## src/rtl/circ_buf_writer_if.sv

```systemverilog
// rtl/circ_buf_writer_if.sv - sample-in handshake and memory write-request bus for circ_buf_writer
interface circ_buf_writer_if #(
  parameter int AW = 16,
  parameter int DW = 16
);
  logic          in_valid;
  logic [DW-1:0] in_data;
  logic          in_ready;
  logic          mem_we;
  logic [AW-1:0] mem_addr;
  logic [DW-1:0] mem_wdata;
  logic          mem_gnt;

  // Writer side: consumes samples, issues memory write requests.
  modport master (
    input  in_valid,
    input  in_data,
    output in_ready,
    output mem_we,
    output mem_addr,
    output mem_wdata,
    input  mem_gnt
  );

  // Environment side: sample producer and memory arbiter.
  modport slave (
    output in_valid,
    output in_data,
    input  in_ready,
    input  mem_we,
    input  mem_addr,
    input  mem_wdata,
    output mem_gnt
  );
endinterface

```

## src/rtl/circ_buf_writer.sv

```systemverilog
// rtl/circ_buf_writer.sv - circular delay-line writer; optional fill counter under CIRC_BUF_WRITER_FILL_COUNT_EN
module circ_buf_writer #(
  parameter int AW = 16,
  parameter int LW = 12,
  parameter int DW = 16
) (
  input  logic               clk,
  input  logic               rst_n,
  input  logic               cfg_we,
  input  logic [AW-1:0]      cfg_base,
  input  logic [LW-1:0]      cfg_len,
  input  logic               cfg_sign,
  input  logic [2:0]         cfg_expt,
  circ_buf_writer_if.master  bus,
  output logic [AW-1:0]      head,
  output logic               sample_stb,
  output logic [LW-1:0]      count,
  output logic               full
);

  localparam int LW1 = LW + 1;

  typedef enum logic [1:0] {
    IDLE  = 2'd0,
    READY = 2'd1,
    WRITE = 2'd2
  } state_t;

  state_t        state_q, state_d;
  logic [AW-1:0] base_q, base_d;
  logic [LW-1:0] len_q, len_d;
  logic          sign_q, sign_d;
  logic [2:0]    expt_q, expt_d;
  logic [LW-1:0] offset_q, offset_d;
  logic [AW-1:0] head_q, head_d;
  logic          mem_we_q, mem_we_d;
  logic [AW-1:0] mem_addr_q, mem_addr_d;
  logic [DW-1:0] hold_q, hold_d;
  logic          stb_q, stb_d;

  logic          in_ready;
  logic          accept;
  logic          complete;
  logic [LW1-1:0] stride;
  logic [LW1-1:0] off_ext;
  logic [LW1-1:0] len_ext;
  logic [LW1-1:0] t_inc;
  logic [LW-1:0]  off_adv;

  // Next offset along the ring, computed one bit wider so the wrap compare cannot overflow.
  always_comb begin
    stride  = LW1'(1) << expt_q;
    off_ext = {1'b0, offset_q};
    len_ext = {1'b0, len_q};
    t_inc   = off_ext + stride;
    off_adv = offset_q;
    if (!sign_q) begin
      off_adv = (t_inc >= len_ext) ? LW'(t_inc - len_ext) : LW'(t_inc);
    end else begin
      off_adv = (off_ext < stride) ? LW'(off_ext + len_ext - stride) : LW'(off_ext - stride);
    end
  end

  // Handshake qualifiers; grant feeds in_ready directly so a new sample can ride the completing edge.
  always_comb begin
    in_ready = !cfg_we && ((state_q == READY) || ((state_q == WRITE) && bus.mem_gnt));
    accept   = bus.in_valid && in_ready;
    complete = !cfg_we && (state_q == WRITE) && bus.mem_gnt;
  end

  // Next-state and datapath updates; a config load overrides everything, including a pending write.
  always_comb begin
    state_d    = state_q;
    base_d     = base_q;
    len_d      = len_q;
    sign_d     = sign_q;
    expt_d     = expt_q;
    offset_d   = offset_q;
    head_d     = head_q;
    mem_we_d   = mem_we_q;
    mem_addr_d = mem_addr_q;
    hold_d     = hold_q;
    stb_d      = 1'b0;
    if (cfg_we) begin
      base_d   = cfg_base;
      len_d    = cfg_len;
      sign_d   = cfg_sign;
      expt_d   = cfg_expt;
      offset_d = '0;
      head_d   = cfg_base;
      mem_we_d = 1'b0;
      state_d  = (cfg_len == '0) ? IDLE : READY;
    end else begin
      if (complete) begin
        head_d   = mem_addr_q;
        offset_d = off_adv;
        stb_d    = 1'b1;
        mem_we_d = 1'b0;
        state_d  = READY;
      end
      if (accept) begin
        hold_d     = bus.in_data;
        mem_addr_d = base_q + AW'(offset_d);
        mem_we_d   = 1'b1;
        state_d    = WRITE;
      end
    end
  end

  // State and datapath registers.
  always_ff @(posedge clk or negedge rst_n) begin
    if (!rst_n) begin
      state_q    <= IDLE;
      base_q     <= '0;
      len_q      <= '0;
      sign_q     <= 1'b0;
      expt_q     <= '0;
      offset_q   <= '0;
      head_q     <= '0;
      mem_we_q   <= 1'b0;
      mem_addr_q <= '0;
      hold_q     <= '0;
      stb_q      <= 1'b0;
    end else begin
      state_q    <= state_d;
      base_q     <= base_d;
      len_q      <= len_d;
      sign_q     <= sign_d;
      expt_q     <= expt_d;
      offset_q   <= offset_d;
      head_q     <= head_d;
      mem_we_q   <= mem_we_d;
      mem_addr_q <= mem_addr_d;
      hold_q     <= hold_d;
      stb_q      <= stb_d;
    end
  end

  assign bus.in_ready  = in_ready;
  assign bus.mem_we    = mem_we_q;
  assign bus.mem_addr  = mem_addr_q;
  assign bus.mem_wdata = hold_q;
  assign head          = head_q;
  assign sample_stb    = stb_q;

`ifdef CIRC_BUF_WRITER_FILL_COUNT_EN
  logic [LW-1:0] count_q, count_d;
  logic [LW-1:0] limit;

  // Completed-write counter, saturating at the number of slots in the ring.
  always_comb begin
    limit   = len_q >> expt_q;
    count_d = count_q;
    if (cfg_we) begin
      count_d = '0;
    end else if (complete && (count_q != limit)) begin
      count_d = count_q + LW'(1);
    end
  end

  // Fill counter register.
  always_ff @(posedge clk or negedge rst_n) begin
    if (!rst_n) begin
      count_q <= '0;
    end else begin
      count_q <= count_d;
    end
  end

  assign count = count_q;
  assign full  = (state_q != IDLE) && (count_q == limit);
`else
  assign count = '0;
  assign full  = 1'b0;
`endif

endmodule

```

## src/flat_wrapper.sv

```systemverilog
// flat-port wrapper written by rule: the top's interface ports become plain ports
module circ_buf_writer_flat 
#(
  parameter int AW = 16,
  parameter int LW = 12,
  parameter int DW = 16
)
  (clk, rst_n, cfg_we, cfg_base, cfg_len, cfg_sign, cfg_expt, head, sample_stb, count, full, bus_in_valid, bus_in_data, bus_in_ready, bus_mem_we, bus_mem_addr, bus_mem_wdata, bus_mem_gnt);
  circ_buf_writer_if #(.AW(AW), .DW(DW)) bus_i ();
  input  logic clk;
  input  logic rst_n;
  input  logic cfg_we;
  input  logic [AW-1:0] cfg_base;
  input  logic [LW-1:0] cfg_len;
  input  logic cfg_sign;
  input  logic [2:0] cfg_expt;
  output logic [AW-1:0] head;
  output logic sample_stb;
  output logic [LW-1:0] count;
  output logic full;
  input wire logic [$bits(bus_i.in_valid)-1:0] bus_in_valid;
  input wire logic [$bits(bus_i.in_data)-1:0] bus_in_data;
  output wire logic [$bits(bus_i.in_ready)-1:0] bus_in_ready;
  output wire logic [$bits(bus_i.mem_we)-1:0] bus_mem_we;
  output wire logic [$bits(bus_i.mem_addr)-1:0] bus_mem_addr;
  output wire logic [$bits(bus_i.mem_wdata)-1:0] bus_mem_wdata;
  input wire logic [$bits(bus_i.mem_gnt)-1:0] bus_mem_gnt;
  assign bus_i.in_valid = bus_in_valid;
  assign bus_i.in_data = bus_in_data;
  assign bus_in_ready = bus_i.in_ready;
  assign bus_mem_we = bus_i.mem_we;
  assign bus_mem_addr = bus_i.mem_addr;
  assign bus_mem_wdata = bus_i.mem_wdata;
  assign bus_i.mem_gnt = bus_mem_gnt;
  circ_buf_writer #(.AW(AW), .LW(LW), .DW(DW)) u_core (.clk(clk), .rst_n(rst_n), .cfg_we(cfg_we), .cfg_base(cfg_base), .cfg_len(cfg_len), .cfg_sign(cfg_sign), .cfg_expt(cfg_expt), .bus(bus_i), .head(head), .sample_stb(sample_stb), .count(count), .full(full));
endmodule
```

## config.mk

```make
export PLATFORM = sky130hd
export DESIGN_NAME = circ_buf_writer_flat
export DESIGN_NICKNAME = d
export VERILOG_FILES = /design/src/rtl/circ_buf_writer_if.sv /design/src/rtl/circ_buf_writer.sv /design/src/flat_wrapper.sv
export SDC_FILE = /design/constraint.sdc
export NUM_CORES = 1
export LEC_CHECK = 0
export CORE_ASPECT_RATIO = 2
export CORE_MARGIN = 5
export CORE_UTILIZATION = 53
export DETAILED_ROUTE_END_ITERATION = 16
export PLACE_DENSITY_LB_ADDON = 0.3
export SLEW_MARGIN = 5
export SYNTH_ARGS = -nofsm -noshare
export SYNTH_HDL_FRONTEND = slang
export SYNTH_SLANG_ARGS = --single-unit
```

## constraint.sdc

```tcl
create_clock -name clk -period 6.5 [get_ports clk]
set_clock_uncertainty 0.05 [all_clocks]
set_input_delay 0.975 -clock clk [delete_from_list [all_inputs] [get_ports clk]]
set_output_delay 0.975 -clock clk [all_outputs]
set_load 0.03 [all_outputs]
```

Word-level counts from Yosys, hierarchy flattened
Index checks and enable logic that the tools add are counted.
{ "op_classes": {"add_sub_neg": 6, "magnitude_cmp": 2, "eq_ne": 2, "shift": 1, "muxes": 17, "bitwise": 1, "n_reduce_logical": 11} }
{ "ops": {"columns": ["op", "n"], "rows": [
  ["$mux W12", 6],
  ["$sub A12 B12 Y12", 3],
  ["$mux W16", 2],
  ["$add A16 B12 Y16", 1],
  ["$add A12 B13 Y13", 1],
  ["$ge A13 B12 Y1", 1],
  ["$lt A12 B13 Y1", 1],
  ["$shl A1 B3 Y13 const A", 1],
  ["$add A12 B12 Y12", 1],
  ["$logic_not A12 Y1", 1],
  ["$mux W1", 6],
  ["$mux W2", 3],
  ["$logic_and A1 B1 Y1", 5],
  ["$reduce_bool A3 Y1", 1],
  ["$eq A2 B1 Y1 const B", 1],
  ["$eq A2 B2 Y1 const B", 1],
  ["$reduce_and A2 Y1", 1],
  ["$reduce_bool A2 Y1", 1],
  ["$logic_not A1 Y1", 1],
  ["$logic_or A1 B1 Y1", 1],
  ["$not A1 Y1", 1]
]} }
{ "totals": {"register_bits": 96, "inputBits": 53, "output_inout_bits": 64, "wordCells": 51} }

Logic depth before layout (Yosys ltp)
{ "logic_depth": {"depth_word": 8, "mapped_depth": 31, "ltp_nobuf": 30} }

Least setup slack after synthesis
OpenSTA, ideal clock, no wires.
{ "synth_path": {"kind": "reg-to-reg", "startpoint": "register u_core.expt_q[2]", "endpoint": "register u_core.mem_addr_q[14] (netlist: u_core.bus.mem_addr[14])", "setup_ns": 0.083, "arrival_ns": 5.606, "t_required_ns": 6.367, "setup_slack_ns": 0.762, "stages_incl_launch_ff": 30, "path_buffers": 2, "period_less_slack_ns": 5.738, "cell_sequence": "dfrtp_1 -> clkbuf_1 -> or3b_2 -> ha_1 -> buf_2 -> nor3_1 -> o21a_1 -> or3_4 -> a32oi_2 -> xnor2_1 -> inv_1 -> ha_1 -> a21oi_1 -> a2bb2oi_1 -> o21ai_0 -> o21a_1 -> nor2_2 -> mux2_2 -> o21a_1 -> a21oi_1 -> ha_1 -> fa_1 -> a21o_1 -> a21oi_1 -> o21ai_0 -> a31oi_1 -> a21boi_0 -> nand3_1 -> xor2_1 -> o21ai_0"} }
{ "synth_via": {"elab_chain_len": 8, "elab_cells_between_ends": 13, "cone_classes": "add/sub: 5; order compare: 2; shift: 1; mux: 5"} }
{ "synth_rtl": {"columns": ["element", "line", "text"], "rows": [
  ["start: declaration", "circ_buf_writer.sv:33", "logic [2:0] expt_q, expt_d;"],
  ["start signal: assignment", "circ_buf_writer.sv:129", "expt_q <= expt_d;"],
  ["$shl A1 B3 Y13 *", "circ_buf_writer.sv:52", "stride = LW1'(1) << expt_q;"],
  ["$add A12 B13 Y13", "circ_buf_writer.sv:55", "t_inc = off_ext + stride;"],
  ["$sub A12 B12 Y12 or $ge A13 B12 Y1 (tied branches)", "circ_buf_writer.sv:58", "off_adv = (t_inc >= len_ext) ? LW'(t_inc - len_ext) : LW'(t_inc);"],
  ["$mux W12", "circ_buf_writer.sv:58", null],
  ["$mux W12 *", "circ_buf_writer.sv:57", "if (!sign_q) begin"],
  ["$mux W12 *", "circ_buf_writer.sv:94", "if (complete) begin"],
  ["$mux W12 *", "circ_buf_writer.sv:84", "if (cfg_we) begin"],
  ["$add A16 B12 Y16 *", "circ_buf_writer.sv:103", "mem_addr_d = base_q + AW'(offset_d);"],
  ["end signal: assignment", "circ_buf_writer.sv:133", "mem_addr_q <= mem_addr_d;"],
  ["end: declaration", "circ_buf_writer.sv:37", "logic [AW-1:0] mem_addr_q, mem_addr_d;"]
]} }
Mark *: on every way between the ends. The rest lies on a longest branch, timed or not. The select of a mux whose other input is x is not followed.
A chain may end at the register's enable or synchronous reset.

Worst setup path after layout
{ "layout_path": {"startpoint": "register u_core.expt_q[0]", "endpoint": "register u_core.mem_addr_q[14] (netlist: u_core.bus.mem_addr[14])"} }
Same word-level chain as after synthesis.

==> results.yml <==
status:
  status: "finished, final reports clean"
yosys:
  syn_inst: 761
  ys_async_sr_fraction_pct: 100
  synth-seq-cells: 95
  ys_warn_count: 0
  synth_edf_count: 0
  avgSynthCellArea_um2: 9.18
  synth.distinct_cells: 68
  synthTopCellsByArea: "dfrtp_1 (34%), ha_1 (9.8%), mux2_2 (6.6%)"
  synth_top_area_share_pct: 34.0
  synth-main-ff-cell: "dfrtp_1"
  yosys.area.top_type: "dfrtp_1"
  syn-cell-area_mm2: 0.00699
  ys_seq_area_share_pct: 34.0
cts:
  cts.sinks: 95
  cts_root_buf: "clkbuf_16"
  clk_latency_ns: 0.35
  cts_tree: "yes"
  cts_buffers: 9
  clockBufferDepth: 2
  cts-htree-levels: 3
  clkTransAtPathRegs_ns: 0.07
placement:
  placed_cell_area_mm2: 0.00807
  io_buffers: 103
  hpwlAfterDp_mm: 15.5
  gp_congestion: 1.01
  placedCellCount: 992
pwr:
  p_switching_uw: 923
  power_mw: 2.49
  ir_drop_mv: 0.254
  clockPowerShare_pct: 25.6
  p_sw_share_pct: 37.1
  powerDensity_mw_per_mm2: 291
  p_int_mw: 1.56
  seqPwrFrac_pct: 32.3
  leakage_nw: 3.94
  comb_power_share_pct: 42.1
grt:
  track_usage_pct: 25.5
  antenna_found_initial: 0
  grt_overflow_total: 0
  grt_max_degree: 77
  grt_pass1_wl_mm: 31.9
  grt_pass1_vias: 6377
critical_path:
  cp_max_fo: 9
  cp-start-kind: "flip-flop"
  endpoint_kind: "flip-flop"
  critPathMaxStageDelay_ns: 0.55
  worstPathRequired_ns: 6.71
  cp.arrival_ns: 6.44
  worstSetupPathType: "flip-flop to flip-flop"
  crit_slowest_cell: "or3b_2"
drt:
  first_pass_iters: 4
  drt-initial-drc-count: 382
  postRouteAntennaNets: 0
  drt_wl_total_mm: 19.8
  wl_per_cell_um: 19.6
  drc: 0
  dr_total_vias: 5930
  viasPerCell: 5.86
floorplan:
  ioPinCount: 117
  dieHeight_um: 172
  core_mm2: 0.0130
  dieArea_mm2: 0.0157
  rows: 59
  fp.dieW_um: 91.2
  start_util_pct: 53.8
sta:
  setup-violations-final: 0
  final_max_slew_viol_count: 0
  finalCriticalPeriod_ns: 6.23
  slew_headroom_pct: 22.4
  timing.final.crit_share_pct: 95.8
  tns_ns: 0
  max_freq_ghz: 0.161
  hold_viol: 0
  worst_pin_slew_ns: 1.16
final_layout:
  design_area_mm2: 0.00854
  final_core_util_pct: 65.8
  antennaDiodeCount: 0
  syn_to_final_growth_pct: 22.3
  final_nets: 977
  layout-drive-gt1-share_pct: 11.9
  layoutNonFillerInstCount: 1012
flow_run:
  max-cap-violations: 0
min_path:
  hold_class: "flip-flop to flip-flop"
## sequential cells by signal, indices dropped and copies added, names as in the netlist
register / flops
u_core.base_q: 16
u_core.bus.mem_addr: 16
u_core.bus.mem_wdata: 16
u_core.head: 16
u_core.len_q: 12
u_core.offset_q: 12
u_core.expt_q: 3
u_core.bus.mem_we: 1
u_core.sample_stb: 1
u_core.sign_q: 1
u_core.state_q: 1
## final cells by class
class	count	area, um^2
well taps	152	190
repair buffers	115	1110
flip-flops and latches	95	2380
clock inverters	4	120
fillers	1060	4450
inverters	69	259
multi-input cells	567	4250
clock buffers	10	229
## power by group through the flow
stage               registers [mW]  clock network (mW)  logic [mW]
floorplan                    0.979                   0       0.470
global placement             0.802                   0        1.02
detailed placement           0.807                   0        1.04
CTS                          0.800               0.645        1.04
global route                 0.819               0.665        1.13
finish                       0.803               0.637        1.05
## through the flow
step | setup WS (ns) | hold WS, ns
after floorplan | 0.762 | 0.437
after global placement | 0.369 | 0.415
after detailed placement | 0.125 | 0.429
after CTS | 0.0489 | 0.443
after global routing | -0.0241 | 0.462
final | 0.272 | 0.436
## layout by cell type, fill, tap and decap left out, types with 15 or more instances in the layout
cell type	Yosys	layout
a21oi_1	42	41
clkdlybuf4s50_1	0	101
dfrtp_1	95	92
ha_1	55	53
inv_1	68	68
mux2_2	41	41
mux2i_1	17	17
nand2_1	79	79
nor2_1	35	35
nor3_1	17	15
o211ai_1	16	16
o21ai_0	61	59
xnor2_1	32	32
## what timing repair did
action / CTS / global route
gates resized for setup: 0 / 19
hold buffers: 0 / 0
setup endpoints to repair: 0 / 9
buffers inserted: 0 / 6
## critical path, delay by kind of cell, from the launching register on
family / cells / cell delay [ns]
AO/OA/AOI/OAI: 13 / 2.36
AND/OR/NAND/NOR: 6 / 1.44
adder cells (fa/ha/maj): 4 / 1.11
flip-flops: 1 / 0.47
multiplexers: 1 / 0.34
XOR/XNOR: 2 / 0.32
buffers and inverters: 1 / 0.07
## cell families (layout without fill, tap and decap cells)
kind of cell,after synthesis,in the layout,share of synthesized area [%]
buffers and inverters,111,198,6.93
XOR/XNOR,45,45,5.64
AND/OR/NAND/NOR,185,185,12.5
other,1,13,0.0537
multiplexers,59,59,9.26
adder cells (fa/ha/maj),67,67,13.3
flip-flops,95,95,34.0
AO/OA/AOI/OAI,198,198,18.3
## path summary, 6_finish.rpt
path / start / to / slack, ns / cells past startpoint
max reg2reg: u_core.expt_q[0]$_DFFE_PN0P_ / u_core.bus.mem_addr[14]$_DFFE_PN0P_ / 0.27 / 27
max in group asynchronous: rst_n / u_core.bus.mem_addr[11]$_DFFE_PN0P_ / 4.74 / 2
min reg2reg: u_core.head[15]$_DFFE_PN0P_ / u_core.head[15]$_DFFE_PN0P_ / 0.44 / 2
min in group asynchronous: rst_n / u_core.bus.mem_wdata[6]$_DFFE_PN0P_ / 0.57 / 1
min: u_core.head[15]$_DFFE_PN0P_ / u_core.head[15]$_DFFE_PN0P_ / 0.44 / 2
max: u_core.expt_q[0]$_DFFE_PN0P_ / u_core.bus.mem_addr[14]$_DFFE_PN0P_ / 0.27 / 27
## per-layer routing
metal	up-vias	track usage [%]	part of all wire (%)
met5	-	0	0
met3	57	4.40	4.4
li1	2810	-	-
met1	2899	25.3	35
met2	164	49.5	56
met4	0	13.3	4.8
## synth_stat cells, types with 8 or more instances
master and n:
a211oi_1 10, fa_1 12, clkbuf_1 23, o211ai_1 16
o21a_1 13, dfrtp_1 95, nand2_1 79, xor2_1 13
nor2_1 35, inv_1 68, nand3_1 10, mux2i_1 17
o21ai_0 61, mux2_2 41, ha_1 55, buf_4 15
nor3_1 17, nor2b_1 8, xnor2_1 32, a21oi_1 42
Note: power is estimated with default switching activity, not from simulation.
